===== src/rtl/el2_exu_mul_arb.sv =====
// Shares one multiplier between a priority pipeline port and a valid/ready port with a starvation guard.
// Issue is combinational and the result returns one cycle later; port 1 results wait in a one-entry buffer under backpressure.
typedef struct packed {
   logic valid;
   logic rs1_sign;
   logic rs2_sign;
   logic low;
} el2_mul_pkt_t;

module el2_exu_mul_arb #(
   parameter int STARVE_MAX = 4
) (
   input  logic         clk,
   input  logic         rst,
   input  el2_mul_pkt_t p0_mul_p,
   input  logic [31:0]  p0_rs1,
   input  logic [31:0]  p0_rs2,
   output logic         p0_stall,
   output logic         p0_rsp_valid,
   output logic [31:0]  p0_rsp_data,
   input  el2_mul_pkt_t p1_mul_p,
   input  logic [31:0]  p1_rs1,
   input  logic [31:0]  p1_rs2,
   output logic         p1_ready,
   output logic         p1_rsp_valid,
   input  logic         p1_rsp_ready,
   output logic [31:0]  p1_rsp_data,
   output el2_mul_pkt_t mul_p,
   output logic [31:0]  mul_rs1,
   output logic [31:0]  mul_rs2,
   input  logic [31:0]  mul_result_x
);

   localparam int CW = $clog2(STARVE_MAX + 1);
   localparam logic [CW-1:0] STARVE_LIM = CW'(STARVE_MAX);

   logic          x0_vld_q, x0_vld_d;
   logic          x1_vld_q, x1_vld_d;
   logic          buf_vld_q, buf_vld_d;
   logic [31:0]   buf_dat_q, buf_dat_d;
   logic [CW-1:0] starve_q, starve_d;

   logic p1_ok, force1, grant0, grant1;

   // Port 1 may only issue when its previous result is guaranteed a place to land.
   always_comb begin
      p1_ok  = ~buf_vld_q & ~(x1_vld_q & ~p1_rsp_ready);
      force1 = (starve_q == STARVE_LIM) & p1_mul_p.valid & p1_ok;
      grant0 = p0_mul_p.valid & ~force1;
      grant1 = p1_mul_p.valid & p1_ok & (~p0_mul_p.valid | force1);
   end

   assign p0_stall = p0_mul_p.valid & force1;
   assign p1_ready = grant1;

   always_comb begin
      mul_p       = grant1 ? p1_mul_p : p0_mul_p;
      mul_p.valid = grant0 | grant1;
      mul_rs1     = grant1 ? p1_rs1 : p0_rs1;
      mul_rs2     = grant1 ? p1_rs2 : p0_rs2;
   end

   always_comb begin
      x0_vld_d  = grant0;
      x1_vld_d  = grant1;
      buf_vld_d = buf_vld_q;
      buf_dat_d = buf_dat_q;
      if (x1_vld_q & ~p1_rsp_ready & ~buf_vld_q) begin
         buf_vld_d = 1'b1;
         buf_dat_d = mul_result_x;
      end else if (buf_vld_q & p1_rsp_ready) begin
         buf_vld_d = 1'b0;
      end

      // force1 blocks grant0 at the limit, so the counter saturates at STARVE_MAX.
      starve_d = starve_q;
      if (grant1 | ~p1_mul_p.valid)
         starve_d = '0;
      else if (p1_mul_p.valid & p1_ok & grant0)
         starve_d = starve_q + CW'(1);
   end

   always_ff @(posedge clk or posedge rst) begin
      if (rst) begin
         x0_vld_q  <= 1'b0;
         x1_vld_q  <= 1'b0;
         buf_vld_q <= 1'b0;
         buf_dat_q <= '0;
         starve_q  <= '0;
      end else begin
         x0_vld_q  <= x0_vld_d;
         x1_vld_q  <= x1_vld_d;
         buf_vld_q <= buf_vld_d;
         buf_dat_q <= buf_dat_d;
         starve_q  <= starve_d;
      end
   end

   assign p0_rsp_valid = x0_vld_q;
   assign p0_rsp_data  = mul_result_x;
   assign p1_rsp_valid = buf_vld_q | x1_vld_q;
   assign p1_rsp_data  = buf_vld_q ? buf_dat_q : mul_result_x;

endmodule


===== config.mk =====
export PLATFORM = sky130hd
export DESIGN_NAME = el2_exu_mul_arb
export DESIGN_NICKNAME = d
export VERILOG_FILES = /design/src/rtl/el2_exu_mul_arb.sv
export SDC_FILE = /design/constraint.sdc
export NUM_CORES = 1
export LEC_CHECK = 0
export ABC_AREA = 1
export CORE_AREA = 2 2 120 122
export DETAILED_ROUTE_END_ITERATION = 7
export DIE_AREA = 0 0 122 124
export SYNTH_ARGS = -nofsm -noshare
export SYNTH_HDL_FRONTEND = slang
export SYNTH_SLANG_ARGS = --single-unit

===== constraint.sdc =====
create_clock -name clk -period 3.22 [get_ports clk]
set_clock_uncertainty 0.05 [all_clocks]
set_input_delay 0.483 -clock clk [delete_from_list [all_inputs] [get_ports clk]]
set_output_delay 0.483 -clock clk [all_outputs]
set_load 0.05 [all_outputs]

==> out/metrics.yaml, run 1 <==
ys_types: 18
layout-drive-gt1-share: 0.121
swShare: 0.401
cp.buffers_inverters: 3
holdBufCountCts: 0
grt_pass1_wl_mm: 20.4
finalCriticalPeriod_ns: 2.82
routed_via_density: 4.37
reg2regPathDepth: 7
cts.sinks: 38
cts_resized: 0
syn_inst: 507
synth_area_um2: 3070
total_power_mw: 2.78
io_buffers: 306
clockPowerShare: 0.197
vias: 4138
max_freq_mhz: 354
nets: 934
hp-start: "buf_dat_q[14]$_DFFE_PP0P_"
comb_power_share: 0.574
path_cells: "clkdlybuf4s50_1 -> nand3_1 -> o21ai_4 -> buf_12 -> nand3_1 -> nand2_1 -> buf_12"
r2r-end: "starve_q[2]$_DFFE_PP0P_"
antenna_found_initial: 5
syn_avg_cell_area_um2: 6.05
core_area_um2: 13700
grt_pass1_vias: 3979
seq_area_frac_synth: 0.310
hp-class: "reg -> reg"
setup-violations-final: 0
place.gp.congestion: 0.844
synth_nets: 680
hpwlAfterDp_mm: 11.8
regArea_um2: 952
leakage_nw: 3.25
grt_start_max_net_pins: 70
grt-ovfl-total: 0
num_io_pins: 307
final_cell_mix: "clkdlybuf4s50_1 (236), nand2_1 (210), buf_12 (71)"
cts_tree: "yes"
seq_power_share: 0.229
worst-path-stages: 7
synthToLayoutAreaGrowth_pct: 126
end_kind: "output port"
drc_errors: 0
cts.path.max_buffers: 2
dr.max_layer_used: "met4"
fin_cells: 946
insertion_delay_ns: 0.27
fin_crit_sh: 0.877
cp.arrival_ns: 2.29
ys_ff_latch: 38
cp_slowest_cell: "clkdlybuf4s50_1"
initial_utilization: 0.224
hold_path_end: "buf_dat_q[14]$_DFFE_PP0P_"
internal-power_mw: 1.67
multi_input_area_um2: 1580
rsz0062_at_grt: "false"
wl_met3_mm: 1.46
irDropWorstVdd_v: 0.000228
grt_use_total: 0.172
setup_tns_ns: 0
htree_levels: 2
wl_per_cell_um: 14.9
wl_met2_mm: 7.00
status: "finished clean"
die_h_um: 124
drt_wl_total_mm: 14.1
hold_viol_final: 0
wl_met1_mm: 5.32
chipWidth_um: 122
drtAntennaViolNets: 0
fin_util: 0.506
critPathMaxStageDelay_ns: 0.62
post_cts_buffers: 0
critical_path_class: "in -> out"
relSlewSlack: 0.340
place_inst: 934
cp_top_family: "buffers and inverters"
r2r_setup_slack_ns: 1.64
maxCapViolCount: 0
rows: 43
hold_depth: 2
dr.pass1.iters: 4
tightestPinTransition_ns: 0.989
crit_required_ns: 2.69
cts_made_buffers: 5
crit_path_max_fanout: 68
slew_viol_final: 0
worstSetupStartpointType: "input pin"
powerDensity_nw_per_um2: 401
dieArea_um2: 15100
fill_cells: 1373
final_common_cell: "clkdlybuf4s50_1"
rr_startpoint: "starve_q[0]$_DFFE_PP0P_"
cts-root-buf: "clkbuf_16"
p_switching_mw: 1.12
drtIter0Drc: 202
timing.hold.ws_ns: 0.435
path_clk_slew_ns: 0.05
synth_warnings: 0
==> worst reg2reg max path, stage by stage (launching register included) <==
cell,delay [ns]
dfrtp_1,0.37
inv_1,0.07
ha_1,0.21
nand2_1,0.07
inv_1,0.07
o211ai_4,0.45
nand2_1,0.11
nor2_1,0.11
==> registers in the layout, indices dropped and copies added, names as in the netlist <==
name          count
starve_q          3
buf_dat_q        32
buf_vld_q         1
p0_rsp_valid      1
x1_vld_q          1
==> worst max path at each step <==
stage,startpoint,end,slack [ns]
2_1_floorplan,buf_vld_q$_DFFE_PP0P_,p1_rsp_data[19],0.84
3_3_place_gp,p1_mul_p[3],mul_p[0],0.38
3_5_place_dp,p1_mul_p[3],mul_p[0],0.38
4_1_cts,p1_mul_p[3],mul_p[0],0.36
5_1_grt,p1_mul_p[3],mul_p[0],0.30
6_report,p1_mul_p[3],mul_rs2[19],0.40
==> metal layers <==
layer	global-route usage	vias to the layer above
li1	-	2077
met5	0	-
met1	0.203	1846
met2	0.290	199
met3	0.0609	16
met4	0.0632	0
==> cell type report <==
class                           instances  share of cell area
Timing Repair Buffer                  313               0.552
Multi-Input combinational cell        357               0.228
Sequential cell                        38               0.137
Tap cell                              180              0.0324
Inverter                               46              0.0249
Clock buffer                            6              0.0200
Clock inverter                          1             0.00433
Antenna cell                            5             0.00180
==> power by group through the flow <==
| stage | Clock [mW] | Combinational, mW | Sequential, mW |
|---|---|---|---|
| 6_report | 0.549 | 1.60 | 0.636 |
| 5_1_grt | 0.589 | 1.69 | 0.652 |
| 4_1_cts | 0.574 | 1.61 | 0.637 |
| 3_5_place_dp | 0 | 1.61 | 0.644 |
| 3_3_place_gp | 0 | 1.60 | 0.637 |
| 2_1_floorplan | 0 | 0.848 | 0.632 |
==> cells by family (layout without fill, tap and decap cells) <==
kind of cell	Yosys count	in the layout	share of synthesized area
simple gates	287	287	0.384
flops	38	38	0.310
other cells	0	5	0
fa+ha+maj	2	2	0.00816
compound gates	68	68	0.115
buf+inv	112	366	0.184
==> through the flow <==
stage / area, um^2 / worst slack (ns)
floorplan: 3070 / 0.844
global placement: 6760 / 0.376
detailed placement: 6760 / 0.376
CTS: 6930 / 0.364
global route: 6940 / 0.300
finish: 6940 / 0.396
==> cell usage after synthesis, drive strengths merged <==
master	count	area share
inv	46	0.056
nor2	3	0.0045
ha	2	0.0082
nand3	70	0.11
dfrtp	38	0.31
nand2	211	0.26
o211ai	1	0.0041
a21oi	1	0.0016
o21ai	66	0.11
clkbuf	23	0.028
nand4	3	0.0061
buf	43	0.099
(Power assumes the default switching activity.)
==> run 2, diff against run 1 <==
--- a/config.mk
+++ b/config.mk
@@ -9,6 +9,8 @@
 export CORE_AREA = 2 2 120 122
 export DETAILED_ROUTE_END_ITERATION = 7
 export DIE_AREA = 0 0 122 124
+export REMOVE_ABC_BUFFERS = 1
+export SKIP_LAST_GASP = 1
 export SYNTH_ARGS = -nofsm -noshare
 export SYNTH_HDL_FRONTEND = slang
 export SYNTH_SLANG_ARGS = --single-unit
==> run 2 against run 1 <==
Cell count is 0.21% lower. Sequential share of layout area up 0.062 points. Die area unchanged. Routed wire length increased by 1.0%.
==> out/metrics.yaml, run 2 (synthesis results as in run 1) <==
grt_pass1_vias: 4061  # was 3979
reg2regPathDepth: 7  # unchanged
slew_viol_final: 0  # unchanged
fin_crit_sh: 0.870  # was 0.877
cts-root-buf: "clkbuf_16"  # unchanged
cts_tree: "yes"  # unchanged
seq_power_share: 0.231  # was 0.229
insertion_delay_ns: 0.28  # was 0.27 ns
routed_via_density: 4.33  # was 4.37
cp-endpoint: "p1_rsp_data[31]"  # was mul_rs2[19]
cp.buffers_inverters: 2  # was 3
drt_wl_total_mm: 14.2  # was 14.1 mm
end_kind: "output port"  # unchanged
powerDensity_nw_per_um2: 402  # was 401 nW/um^2
core_area_um2: 13700  # unchanged
cts.path.max_buffers: 2  # unchanged
drc_errors: 0  # unchanged
drtIter0Drc: 214  # was 202
holdBufCountCts: 0  # unchanged
rows: 43  # unchanged
cp.arrival_ns: 2.27  # was 2.29 ns
vias: 4090  # was 4138
reg_top3: "buf_dat_q: 32 flops, starve_q: 3 flops"  # unchanged
crit_path_max_fanout: 32  # was 68
grt_use_total: 0.180  # was 0.172
leakage_nw: 3.24  # was 3.25 nW
grt_start_max_net_pins: 69  # was 70
crit_start: "buf_vld_q$_DFFE_PP0P_"  # was p1_mul_p[3]
antenna_found_initial: 1  # was 5
hpwlAfterDp_mm: 11.7  # was 11.8 mm
path_clk_slew_ns: 0.06  # was 0.05 ns
hp-class: "reg -> reg"  # unchanged
critPathMaxStageDelay_ns: 0.85  # was 0.62 ns
dr.pass1.iters: 5  # was 4
wl_per_cell_um: 15.1  # was 14.9 um
synthToLayoutAreaGrowth_pct: 125  # was 126%
cts.sinks: 38  # unchanged
post_cts_buffers: 0  # unchanged
htree_levels: 2  # unchanged
comb_power_share: 0.573  # was 0.574
max_freq_mhz: 357  # was 354 MHz
drtAntennaViolNets: 0  # unchanged
path_cells: "buf_4 -> nand2_1 -> o21ai_0 -> clkdlybuf4s50_1"  # was clkdlybuf4s50_1 -> nand3_1 -> o21ai_4 -> buf_12 -> nand3_1 -> nand2_1 -> buf_12
worst-path-stages: 4  # was 7
die_h_um: 124  # unchanged
num_io_pins: 307  # unchanged
regMostFlops: "buf_dat_q"  # unchanged
hold_viol_final: 0  # unchanged
maxCapViolCount: 0  # unchanged
worstSetupStartpointType: "flip-flop"  # was input pin
layout-drive-gt1-share: 0.123  # was 0.121
tightestPinTransition_ns: 0.532  # was 0.989 ns
rsz0062_at_grt: "false"  # unchanged
largest_reg_flops: 32  # unchanged
cp_slowest_cell: "clkdlybuf4s50_1"  # unchanged
final_common_cell: "clkdlybuf4s50_1"  # unchanged
initial_utilization: 0.224  # unchanged
chipWidth_um: 122  # unchanged
io_buffers: 306  # unchanged
rr_startpoint: "buf_vld_q$_DFFE_PP0P_"  # was starve_q[0]$_DFFE_PP0P_
clockPowerShare: 0.196  # was 0.197
finalCriticalPeriod_ns: 2.80  # was 2.82 ns
grt_pass1_wl_mm: 21.2  # was 20.4 mm
relSlewSlack: 0.644  # was 0.340
fin_util: 0.504  # was 0.506
final_cell_mix: "clkdlybuf4s50_1 (236), nand2_1 (210), nand3_1 (69), buf_12 (69), o21ai_0 (65)"  # was clkdlybuf4s50_1 (236), nand2_1 (210), buf_12 (71)
swShare: 0.409  # was 0.401
place.gp.congestion: 0.900  # was 0.844
crit_required_ns: 2.69  # about the same
nets: 935  # was 934
irDropWorstVdd_v: 0.000256  # was 0.000228 V
setup-violations-final: 0  # unchanged
r2r_setup_slack_ns: 1.37  # was 1.64 ns
dieArea_um2: 15100  # unchanged
status: "finished clean"  # unchanged
total_power_mw: 2.78  # about the same
p_switching_mw: 1.13  # was 1.12 mW
internal-power_mw: 1.64  # was 1.67 mW
r2r-end: "starve_q[2]$_DFFE_PP0P_"  # unchanged
cts_made_buffers: 5  # unchanged
cts_resized: 0  # unchanged
fill_cells: 1326  # was 1373
grt-ovfl-total: 0  # unchanged
cp_top_family: "buffers and inverters"  # unchanged
critical_path_class: "reg -> out"  # was in -> out
-- run 2: cell count changes in the layout (fill, tap and decap cells not counted), sizes merged --
cell	delta
diode	-4
clkbuf	-1
clkinv	+2
buf	+1
-- run 2: routing by layer --
layer / wire length (um) / track usage / up-vias
met1: 5300 / 0.203 / 1786
met3: 1570 / 0.0733 / 19
met4: 296 / 0.0560 / 0
met5: 0 / 0 / -
met2: 7050 / 0.312 / 205
li1: - / - / 2080
-- run 2: tightest hold or removal path: cells and delay by family (launching register included) --
kind / cells / cell delay [ns]
AOI/OAI and AO/OA: 1 / 0.05
and+or+nand+nor: 1 / 0.05
DFF: 1 / 0.34
-- run 2: how the worst min path moves through the flow --
stage,end,cells past startpoint,from
after global placement,buf_dat_q[29]$_DFFE_PP0P_,2,buf_dat_q[29]$_DFFE_PP0P_
after detailed placement,buf_dat_q[16]$_DFFE_PP0P_,2,buf_dat_q[16]$_DFFE_PP0P_
final,buf_dat_q[16]$_DFFE_PP0P_,2,buf_dat_q[16]$_DFFE_PP0P_
after global routing,buf_dat_q[31]$_DFFE_PP0P_,2,buf_dat_q[31]$_DFFE_PP0P_
after CTS,buf_dat_q[16]$_DFFE_PP0P_,2,buf_dat_q[16]$_DFFE_PP0P_
after floorplan,buf_dat_q[10]$_DFFE_PP0P_,2,buf_dat_q[10]$_DFFE_PP0P_
-- run 2: power by group through the flow --
stage / combinational [mW] / sequential (mW) / clock, mW
2_1_floorplan: 0.716 / 0.642 / 0
3_3_place_gp: 1.59 / 0.644 / 0
3_5_place_dp: 1.60 / 0.649 / 0
4_1_cts: 1.61 / 0.642 / 0.562
5_1_grt: 1.69 / 0.657 / 0.579
6_report: 1.59 / 0.642 / 0.545
-- run 2: area by class of cell --
type                    instances  area [um^2]  area share
diodes                          1         2.50    0.000362
clock buffers                   5          125      0.0181
clock inverters                 3         40.0     0.00579
inverters                      46          173      0.0250
multi-input cells             357         1580       0.229
flip-flops and latches         38          952       0.138
well taps                     180          225      0.0326
repair buffers                314         3810       0.552
-- run 2: through the flow --
step / instances / area [um^2] / setup TNS (ns) / setup slack (ns) / hold WS, ns
2_1_floorplan: 441 / 2680 / -25.76 / -0.383 / 0.403
3_3_place_gp: 935 / 6740 / 0 / 0.507 / 0.418
3_5_place_dp: 935 / 6740 / 0 / 0.457 / 0.423
4_1_cts: 943 / 6910 / 0 / 0.399 / 0.437
5_1_grt: 944 / 6910 / 0 / 0.244 / 0.460
6_report: 944 / 6910 / 0 / 0.419 / 0.432
==> run 3, diff against run 2 <==
--- a/config.mk
+++ b/config.mk
@@ -7,8 +7,10 @@
 export LEC_CHECK = 0
 export ABC_AREA = 1
 export CORE_AREA = 2 2 120 122
+export CTS_CLUSTER_SIZE = 40
 export DETAILED_ROUTE_END_ITERATION = 7
 export DIE_AREA = 0 0 122 124
+export MAX_ROUTING_LAYER = met4
 export REMOVE_ABC_BUFFERS = 1
 export SKIP_LAST_GASP = 1
 export SYNTH_ARGS = -nofsm -noshare
==> run 3 against run 2 <==
Sequential cell count unchanged. Non-clock buffer count stayed put. Maximum frequency barely moved. Clock power is essentially flat. Sequential power hardly changed. Total power hardly changed. Global-route usage increased by 0.53 points. Critical path type unchanged. Largest power group unchanged.
==> out/metrics.yaml, run 3 (synthesis results as in run 1) <==
regMostFlops: "buf_dat_q"  # unchanged
powerDensity_nw_per_um2: 402  # about the same
vias: 4128  # was 4090
grt-ovfl-total: 0  # unchanged
setup-violations-final: 0  # unchanged
post_cts_buffers: 0  # unchanged
status: "finished clean"  # unchanged
grt_start_max_net_pins: 69  # unchanged
core_area_um2: 13700  # unchanged
reg_top3: "buf_dat_q: 32 flops, starve_q: 3 flops"  # unchanged
nets: 935  # unchanged
critPathMaxStageDelay_ns: 0.85  # about the same
cts_made_buffers: 5  # unchanged
timing.hold.ws_ns: 0.432  # unchanged
grt_use_total: 0.186  # was 0.180
drc_errors: 0  # unchanged
path_clk_slew_ns: 0.06  # about the same
antenna_found_initial: 1  # unchanged
die_h_um: 124  # unchanged
final_cell_mix: "clkdlybuf4s50_1 (236), nand2_1 (210), nand3_1 (69), buf_12 (69), o21ai_0 (65)"  # unchanged
critical_path_class: "reg -> out"  # unchanged
path_cells: "buf_4 -> nand2_1 -> o21ai_0 -> clkdlybuf4s50_1"  # unchanged
insertion_delay_ns: 0.28  # about the same
slew_viol_final: 0  # unchanged
drtIter0Drc: 198  # was 214
drt_wl_total_mm: 14.2  # about the same
r2r_setup_slack_ns: 1.38  # was 1.37 ns
hold_depth: 2  # unchanged
initial_utilization: 0.224  # unchanged
rsz0062_at_grt: "false"  # unchanged
cts_tree: "yes"  # unchanged
reg2regPathDepth: 7  # unchanged
irDropWorstVdd_v: 0.000258  # was 0.000256 V
cts_resized: 0  # unchanged
layout-drive-gt1-share: 0.123  # unchanged
final_common_cell: "clkdlybuf4s50_1"  # unchanged
cp.buffers_inverters: 2  # unchanged
synthToLayoutAreaGrowth_pct: 125  # unchanged
grt_pass1_wl_mm: 21.1  # was 21.2 mm
io_buffers: 306  # unchanged
crit_path_max_fanout: 32  # unchanged
htree_levels: 2  # unchanged
largest_reg_flops: 32  # unchanged
holdBufCountCts: 0  # unchanged
end_kind: "output port"  # unchanged
dr.pass1.iters: 5  # unchanged
num_io_pins: 307  # unchanged
cp.arrival_ns: 2.27  # about the same
routed_via_density: 4.37  # was 4.33
relSlewSlack: 0.644  # about the same
rows: 43  # unchanged
hpwlAfterDp_mm: 11.7  # unchanged
max_freq_mhz: 357  # about the same
chipWidth_um: 122  # unchanged
cts-root-buf: "clkbuf_16"  # unchanged
place.gp.congestion: 0.915  # was 0.900
worst-path-stages: 4  # unchanged
dieArea_um2: 15100  # unchanged
crit_required_ns: 2.69  # about the same
fin_util: 0.504  # unchanged
hold_viol_final: 0  # unchanged
maxCapViolCount: 0  # unchanged
wl_per_cell_um: 15.1  # about the same
cp_slowest_cell: "clkdlybuf4s50_1"  # unchanged
grt_pass1_vias: 4070  # was 4061
cts.sinks: 38  # unchanged
drtAntennaViolNets: 0  # unchanged
worstSetupStartpointType: "flip-flop"  # unchanged
cp_top_family: "buffers and inverters"  # unchanged
finalCriticalPeriod_ns: 2.80  # about the same
cts.path.max_buffers: 2  # unchanged
tightestPinTransition_ns: 0.533  # was 0.532 ns
leakage_nw: 3.24  # unchanged
fin_crit_sh: 0.870  # about the same
hp-class: "reg -> reg"  # unchanged
[run 3: cell counts in the layout (fill, tap and decap cells not counted)]
No cell type changed its count.
[run 3: final timing paths]
path | startpoint | end
hold reg to reg | buf_dat_q[16]$_DFFE_PP0P_ | buf_dat_q[16]$_DFFE_PP0P_
max in group asynchronous | rst | buf_vld_q$_DFFE_PP0P_
hold / removal | buf_dat_q[16]$_DFFE_PP0P_ | buf_dat_q[16]$_DFFE_PP0P_
min in group asynchronous | rst | buf_dat_q[30]$_DFFE_PP0P_
setup / recovery | buf_vld_q$_DFFE_PP0P_ | p1_rsp_data[29]
setup reg to reg | buf_vld_q$_DFFE_PP0P_ | starve_q[2]$_DFFE_PP0P_
[run 3: layout make-up]
class	count	area [um^2]
diodes	1	2.50
clock buffers	5	125
clock inverters	3	40.0
fillers	1326	6810
inverters	46	173
multi-input cells	357	1580
flip-flops and latches	38	952
well taps	180	225
repair buffers	314	3810
[run 3: report_power, final]
| group | switching, mW | total (mW) | internal, mW |
|---|---|---|---|
| Sequential | 0.0603 | 0.642 | 0.582 |
| Clock | 0.185 | 0.547 | 0.362 |
| Combinational | 0.891 | 1.59 | 0.698 |
| Total | 1.14 | 2.78 | 1.64 |
[run 3: per-stage QoR]
step / power [mW] / std cells / area [um^2] / setup TNS [ns] / worst slack (ns)
after global placement: 2.23 / 935 / 6740 / 0 / 0.507
after detailed placement: 2.25 / 935 / 6740 / 0 / 0.457
after CTS: 2.81 / 943 / 6910 / 0 / 0.399
final: 2.78 / 944 / 6910 / 0 / 0.420
after global routing: 2.92 / 944 / 6910 / 0 / 0.244
after floorplan: 1.36 / 441 / 2680 / -25.76 / -0.383
[run 3: per-layer routing]
layer | share of wire | track usage
met3 | 0.11 | 0.0682
met2 | 0.50 | 0.313
met4 | 0.020 | 0.0539
met1 | 0.37 | 0.207
met5 | 0 | -
[run 3: tightest hold or removal path, delay by kind of cell, from the launching register on]
| family | cells | cell delay, ns |
|---|---|---|
| AOI/OAI and AO/OA | 1 | 0.05 |
| DFF | 1 | 0.34 |
| and+or+nand+nor | 1 | 0.05 |
